<file path="config.mk">
export PLATFORM = sky130hd
export DESIGN_NAME = sad_accumulate_ci
export DESIGN_NICKNAME = d
export VERILOG_FILES = /design/src/rtl/sad_accumulate_ci.sv
export SDC_FILE = /design/constraint.sdc
export NUM_CORES = 1
export LEC_CHECK = 0
export BUFFER_PORTS_ARGS = -buffer_cell sky130_fd_sc_hd__buf_2
export CAP_MARGIN = 0
export CORE_MARGIN = 1
export CORE_UTILIZATION = 43
export CTS_CLUSTER_DIAMETER = 50
export DETAILED_ROUTE_END_ITERATION = 8
export PLACE_DENSITY_LB_ADDON = 0.3
export SYNTH_ARGS = -nofsm -noshare
export SYNTH_HDL_FRONTEND = slang
export SYNTH_SLANG_ARGS = --single-unit
</file>
<file path="constraint.sdc">
create_clock -name clock -period 5.8 [get_ports clock]
set_input_delay 0.58 -clock clock [delete_from_list [all_inputs] [get_ports clock]]
set_output_delay 0.58 -clock clock [all_outputs]
set_load 0.02 [all_outputs]
</file>
<file path="src/rtl/sad_accumulate_ci.sv">
// Multi-cycle custom instruction: accumulates a saturating sum of absolute lane differences
// and a count of lanes whose difference exceeds a motion threshold; READ returns either register.
module sad_accumulate_ci #(
  parameter logic [7:0] customInstructionId = 8'd30,
  parameter int         NR_OF_LANES         = 4,
  parameter int         PIXEL_WIDTH         = 8,
  parameter int         THRESHOLD           = 20,
  parameter int         ACC_WIDTH           = 32
) (
  input  logic        clock,
  input  logic        reset,
  input  logic        start,
  input  logic [7:0]  ciN,
  input  logic [31:0] valueA,
  input  logic [31:0] valueB,
  output logic        done,
  output logic [31:0] result,
  output logic [1:0]  state_dbg
);

  localparam int SUM_W = PIXEL_WIDTH + $clog2(NR_OF_LANES);
  localparam int CNT_W = $clog2(NR_OF_LANES + 1);
  localparam logic [7:0] READ_ID = customInstructionId + 8'd1;
  localparam logic [PIXEL_WIDTH-1:0] THR = PIXEL_WIDTH'(THRESHOLD);

  localparam logic [1:0] IDLE = 2'd0;
  localparam logic [1:0] ACC1 = 2'd1;
  localparam logic [1:0] ACC2 = 2'd2;
  localparam logic [1:0] READ = 2'd3;

  // Handshake: start is a one-cycle strobe that is only looked at in IDLE (never queued);
  // done is a one-cycle pulse carrying result, with no backpressure from the requester.
  logic [1:0]             state;
  logic [PIXEL_WIDTH-1:0] diff_d [NR_OF_LANES];
  logic [PIXEL_WIDTH-1:0] diff_q [NR_OF_LANES];
  logic [NR_OF_LANES-1:0] flag_d, flag_q;
  logic [ACC_WIDTH-1:0]   sad_acc, motion_cnt;
  logic [ACC_WIDTH-1:0]   sad_sat, motion_sat;
  logic [ACC_WIDTH:0]     sad_sum, motion_sum;
  logic [SUM_W-1:0]       lane_sum;
  logic [CNT_W-1:0]       lane_pop;
  logic                   rd_sel, rd_clr;

  always_comb begin
    flag_d = '0;
    for (int i = 0; i < NR_OF_LANES; i++) begin
      if (valueA[i*PIXEL_WIDTH +: PIXEL_WIDTH] > valueB[i*PIXEL_WIDTH +: PIXEL_WIDTH])
        diff_d[i] = valueA[i*PIXEL_WIDTH +: PIXEL_WIDTH] - valueB[i*PIXEL_WIDTH +: PIXEL_WIDTH];
      else
        diff_d[i] = valueB[i*PIXEL_WIDTH +: PIXEL_WIDTH] - valueA[i*PIXEL_WIDTH +: PIXEL_WIDTH];
      flag_d[i] = diff_d[i] > THR;
    end
  end

  always_comb begin
    lane_sum = '0;
    lane_pop = '0;
    for (int i = 0; i < NR_OF_LANES; i++) begin
      lane_sum = lane_sum + SUM_W'(diff_q[i]);
      lane_pop = lane_pop + CNT_W'(flag_q[i]);
    end
  end

  // One extra carry bit detects overflow; on overflow the register pins at all-ones.
  always_comb begin
    sad_sum    = {1'b0, sad_acc} + (ACC_WIDTH+1)'(lane_sum);
    motion_sum = {1'b0, motion_cnt} + (ACC_WIDTH+1)'(lane_pop);
    sad_sat    = sad_sum[ACC_WIDTH] ? '1 : sad_sum[ACC_WIDTH-1:0];
    motion_sat = motion_sum[ACC_WIDTH] ? '1 : motion_sum[ACC_WIDTH-1:0];
  end

  always_ff @(posedge clock or negedge reset) begin
    if (!reset) begin
      state      <= IDLE;
      flag_q     <= '0;
      sad_acc    <= '0;
      motion_cnt <= '0;
      rd_sel     <= 1'b0;
      rd_clr     <= 1'b0;
      for (int i = 0; i < NR_OF_LANES; i++) diff_q[i] <= '0;
    end else begin
      case (state)
        IDLE: begin
          if (start && ciN == customInstructionId) begin
            diff_q <= diff_d;
            flag_q <= flag_d;
            state  <= ACC1;
          end else if (start && ciN == READ_ID) begin
            rd_sel <= valueA[0];
            rd_clr <= valueB[0];
            state  <= READ;
          end
        end
        ACC1: begin
          sad_acc    <= sad_sat;
          motion_cnt <= motion_sat;
          state      <= ACC2;
        end
        ACC2: state <= IDLE;
        READ: begin
          // Result is driven from the pre-clear value during this cycle.
          if (rd_clr) begin
            sad_acc    <= '0;
            motion_cnt <= '0;
          end
          state <= IDLE;
        end
        default: state <= IDLE;
      endcase
    end
  end

  always_comb begin
    done   = (state == ACC2) || (state == READ);
    result = '0;
    if (state == ACC2)
      result[ACC_WIDTH-1:0] = sad_acc;
    else if (state == READ)
      result[ACC_WIDTH-1:0] = rd_sel ? motion_cnt : sad_acc;
  end

  assign state_dbg = state;

endmodule

</file>
* After elaboration in Yosys (flattened, before gate mapping)
Index checks and enable logic that the tools add are counted.
Word-level totals: memory bits (writable) 0, flip-flop bits (word level) 104, latch bits 0, output and inout bits 35, word-level logic and storage cells 66, memories kept 0, memory bits (read-only) 0
Operators by class: multiply operators 0, div/mod/pow operators 0, reduce and logical (&&, ||, !) cells 9, shift-type cells 0, magnitude comparators 8, bitwise logic cells 1, add/subtract/negate cells 16, muxes and demuxes 15, eq/ne operators 7
Operators by type and width (count):
- $mux 32 | 6
- $pmux 32 s2 | 2
- $sub 8x8->8 | 8
- $add 32x10->33 | 1
- $add 32x3->33 | 1
- $gt 8x5->1 const B | 4
- $gt 8x8->1 | 4
- $mux 8 | 4
- $eq 8x5->1 const B | 2
- $add 10x8->10 | 1
- $add 9x8->10 | 1
- $add 8x8->9 | 1
- $pmux 2 s3 | 1
- $eq 2x2->1 const B | 2
- $mux 2 | 2
- $reduce_and 2->1 | 2
- $add 2x1->3 | 1
- $add 3x1->3 | 1
- $ne 3x3->1 const B | 1
- $reduce_and 3->1 | 1
- $add 1x1->2 | 1
- $eq 2x1->1 const B | 1
- $logic_and 1x1->1 | 2
- $logic_not 2->1 | 1
- other kinds (5) | 5

* Longest topological paths before layout
depth after elaboration 6, depth in mapped cells 18

* Worst setup path after synthesis
No wires, ideal clock.
path type register -> register, start point reg diff_q[2] in the netlist's numbering, end point reg sad_acc[11], stages on the path, launching flop included 19, buffers on the path 1, slack 1.483 ns, required time 5.722 ns, data arrival time 4.239 ns, cell sequence dfrtp_1 > inv_1 > fa_1 > inv_1 > fa_1 > inv_1 > fa_1 > inv_1 > ha_1 > a21o_1 > a21oi_1 > o21bai_1 > a21oi_1 > o21bai_1 > a31oi_2 > nor4_2 > clkbuf_1 > nor2_1 > o2bb2ai_1
Between the ends: word-level cells in the longest chain between the ends 4
Ends and longest elaborated chain:
- start, declared | line 35 | logic [PIXEL_WIDTH-1:0] diff_q [NR_OF_LANES];
- start signal, assigned | line 85 | diff_q <= diff_d;
- $add 10x8->10 | line 59 | lane_sum = lane_sum + SUM_W'(diff_q[i]);
- $add 32x10->33 | line 66 | sad_sum = {1'b0, sad_acc} + (ACC_WIDTH+1)'(lane_sum);
- $mux 32 | line 68 | sad_sat = sad_sum[ACC_WIDTH] ? '1 : sad_sum[ACC_WIDTH-1:0];
- $pmux 32 s2 | line 82 | case (state)
- end signal, assigned | line 95 | sad_acc <= sad_sat;
- end, declared | line 37 | logic [ACC_WIDTH-1:0] sad_acc, motion_cnt;
Every way passes these cells. A chain may end at the register's enable or synchronous reset.

* Final worst setup path
start point reg diff_q[2] in the netlist's numbering, end point reg sad_acc[25]
The elaborated chain is that of the path after synthesis.

==> run summary <==
Hold Fails Final Rpt: 0
Share of cells above drive strength 1: 0.1200
Effective utilization at floorplan: 0.4442
Final setup margin: 1.024 ns
Combinational group share of total power: 0.348
Footprint of the multi-input gates: 0.006045 sq mm
Number of top-level pins: 110
Setup repair after global routing missed its margin: no
Share of flip-flops with an asynchronous set or reset: 1.000
Run status: complete, no violations
Post-route ant nets: 0
Routed length per placed instance: 14.74 um
Seq pwr share: 0.361
Flip-flop and latch count after synthesis: 104
Category of the worst setup path launch point: register
Total clock buffers created by CTS: 9
Leakage power figure: 5.060 nW
EDFF count, synth: 0
Die height: 150.3 um
Worst Path Max Fanout: 18
Net Switching: 0.7087 mW
Fraction of power spent switching nets: 0.3286
Number of fill cells: 2084
DRC: 0
Routability congestion estimate from global placement: 0.8573
Via count of the first global-routing pass: 8229
Clock tree from TritonCTS: yes
CTS Root Cell: sky130_fd_sc_hd__clkbuf_16
Site Rows: 53
Nets in the synthesized netlist: 1404
Worst-case vdd ir drop: 0.1404 mV
Endpoint of the lowest-slack register-to-register path: sad_acc[25]
Post-cts gate resize count: 0
Critical Path RT: 6.07 ns
Post-Layout Cell Count: 1576
Clock net sink count: 104
Class of the tightest hold or removal check: input port to async pin
Signed area change from the synthesized netlist to the final layout: 11.27%
Clock slew at the register clock pins of the worst setup and hold paths: 0.07 ns
Max Buffers Root-to-Sink: 2
Final WL: 23240 um
Post-synthesis sequential area ratio: 0.2752
Launch point of the worst reg-to-reg path: diff_q[2]
Final worst-path cycle share: 0.8235
Synthesized instance count: 1219
Total global routing overflow: 0
Total chip power: 2.157 mW
Min Hold Slack: 0.2617 ns
Max Slew Vio Count: 0
Width of the die: 150.3 um
Number of antenna violations at the first check in global routing: 1
Setup Buffers After CTS: 0
Length in cells of the worst reg-to-reg path: 18
Total Nets Final: 1480
Primary FF master, synth: sky130_fd_sc_hd__dfrtp_1
Maximum number of pins on one net before global-route repair: 63
Worst Path Arrival: 5.05 ns
Placed inst area: 0.01022 sq mm
Crit path capture type: register
Buffers on Ports: 109
Synth cell types: 77
Setup TNS after final layout: 0 ns
CTS H-Tree Depth: 3
Leading cell type in the layout, fill and taps excluded: sky130_fd_sc_hd__nand2_1
Final instance area: 0.01052 sq mm
Register-to-register setup slack: 1.02 ns
Number of violations reported at the end of detailed-routing iteration 0: 456
Hold buffers post-CTS: 0
Wire length of the first global-routing pass: 39080 um
Mapped Avg Cell Area: 7.758 sq um
Pre-CTS setup slack: 1.097 ns
Post-route minimum period: 4.776 ns
Internal power contribution: 1.448 mW
Area of all sequential standard cells: 0.002603 sq mm
Via count normalized by instance count: 5.489
Total via count in the routed design: 8651
Detailed placer's ending HPWL: 17470 um
Power density relative to cell area: 205.0 mW/mm^2
Worst clock skew: 0.006853 ns
Setup violators final: 0
Cell count after placement: 1559
CORE AREA: 0.02129 sq mm
Actual slew at the worst max-slew pin: 1.176 ns
Number of search-and-repair iterations in the first detailed-routing pass: 5
Post-Synthesis Cell Area: 0.009457 sq mm
Fmax: 209.4 MHz
Clk Latency, worst-skew pair: 0.35 ns
Worst-case headroom to the max-slew limit: 0.2157
Crit path kind: register to register
Post-layout util: 0.4943
Clock Power Share: 0.292
Overall die area: 0.02259 sq mm
Total GRT Usage: 0.2140
Max Cap Viol: 0
Commonest cells after routing, fill and taps aside: 183 x sky130_fd_sc_hd__nand2_1, 164 x sky130_fd_sc_hd__inv_1, 151 x sky130_fd_sc_hd__o21ai_0, 108 x sky130_fd_sc_hd__buf_2, 104 x sky130_fd_sc_hd__dfrtp_1
Total of warnings raised by yosys: 0
==> cell usage after synthesis (10+ instances only) <==
library cell,n,share of area
sky130_fd_sc_hd__nand2_1,183,0.073
sky130_fd_sc_hd__inv_1,164,0.065
sky130_fd_sc_hd__o21ai_0,152,0.080
sky130_fd_sc_hd__dfrtp_1,104,0.28
sky130_fd_sc_hd__a21oi_1,100,0.053
sky130_fd_sc_hd__ha_1,76,0.10
sky130_fd_sc_hd__nor2_1,54,0.021
sky130_fd_sc_hd__clkbuf_1,44,0.017
sky130_fd_sc_hd__fa_1,34,0.072
sky130_fd_sc_hd__a31oi_1,27,0.018
sky130_fd_sc_hd__nor3_1,25,0.013
sky130_fd_sc_hd__xnor2_1,23,0.021
sky130_fd_sc_hd__nand3_1,20,0.011
sky130_fd_sc_hd__nor2b_1,18,0.012
sky130_fd_sc_hd__mux2i_1,13,0.014
sky130_fd_sc_hd__o21a_1,13,0.010
sky130_fd_sc_hd__a21o_1,11,0.0087
sky130_fd_sc_hd__and3_1,11,0.0073
sky130_fd_sc_hd__and2_1,10,0.0066
sky130_fd_sc_hd__nor4_1,10,0.0066
==> power by group through the flow <==
stage / clock, mW / combinational (mW) / sequential [mW]
floorplan: 0 / 0.579 / 0.782
global placement: 0 / 0.732 / 0.792
detailed placement: 0 / 0.752 / 0.793
CTS: 0.637 / 0.756 / 0.779
global route: 0.670 / 0.861 / 0.781
finish: 0.629 / 0.750 / 0.778
==> critical path: stages, from the launching register on <==
cell	delay, ns
sky130_fd_sc_hd__dfrtp_1	0.34
sky130_fd_sc_hd__inv_1	0.06
sky130_fd_sc_hd__fa_1	0.52
sky130_fd_sc_hd__inv_1	0.05
sky130_fd_sc_hd__fa_1	0.50
sky130_fd_sc_hd__inv_1	0.05
sky130_fd_sc_hd__fa_1	0.56
sky130_fd_sc_hd__inv_1	0.06
sky130_fd_sc_hd__ha_1	0.27
sky130_fd_sc_hd__a21o_1	0.11
sky130_fd_sc_hd__a21oi_1	0.09
sky130_fd_sc_hd__o21bai_1	0.17
sky130_fd_sc_hd__a21oi_1	0.11
sky130_fd_sc_hd__o21bai_1	0.27
sky130_fd_sc_hd__a31oi_2	0.30
sky130_fd_sc_hd__nor4_4	0.65
sky130_fd_sc_hd__buf_4	0.33
sky130_fd_sc_hd__a41oi_1	0.06
sky130_fd_sc_hd__o21ai_0	0.17
==> state kept, by name, summed over array words and instances, names as in the netlist <==
signal / count
rd_clr: 1
state_dbg: 2
flag_q: 4
motion_cnt: 32
rd_sel: 1
diff_q: 32
sad_acc: 32
==> worst max path at each step <==
stage / startpoint / to / slack (ns) / cells after the start
after global placement: diff_q[2] / sad_acc[25] / 1.19 / 18
after CTS: diff_q[2] / sad_acc[25] / 1.07 / 18
after floorplan: diff_q[2] / sad_acc[11] / 1.48 / 18
after detailed placement: diff_q[2] / sad_acc[25] / 1.10 / 18
after global routing: diff_q[2] / sad_acc[25] / 0.66 / 18
final: diff_q[2] / sad_acc[25] / 1.02 / 18
==> cell type report <==
class,count,area share
multi-input cells,898,0.5744
flip-flops and latches,104,0.2473
inverters,165,0.05886
repair buffers,117,0.05779
well taps,275,0.03270
clock buffers,14,0.02509
clock inverters,2,0.003567
diodes,1,0.0002378
==> per-layer routing <==
metal	wire length (um)	vias up	global-route usage	part of all wire
met3	926	30	0.02939	0.040
met4	516	0	0.06465	0.022
met1	10560	4111	0.2778	0.45
li1	-	4302	-	-
met2	11240	208	0.3677	0.48
met5	0	-	0	0
==> logic make-up after synthesis <==
group | synth area share
fa+ha+maj | 0.1725
simple gates | 0.1852
buf+inv | 0.08825
xor+xnor | 0.02408
mux | 0.02130
compound gates | 0.2334
flops | 0.2752
Power figures use the tool's default switching activity.
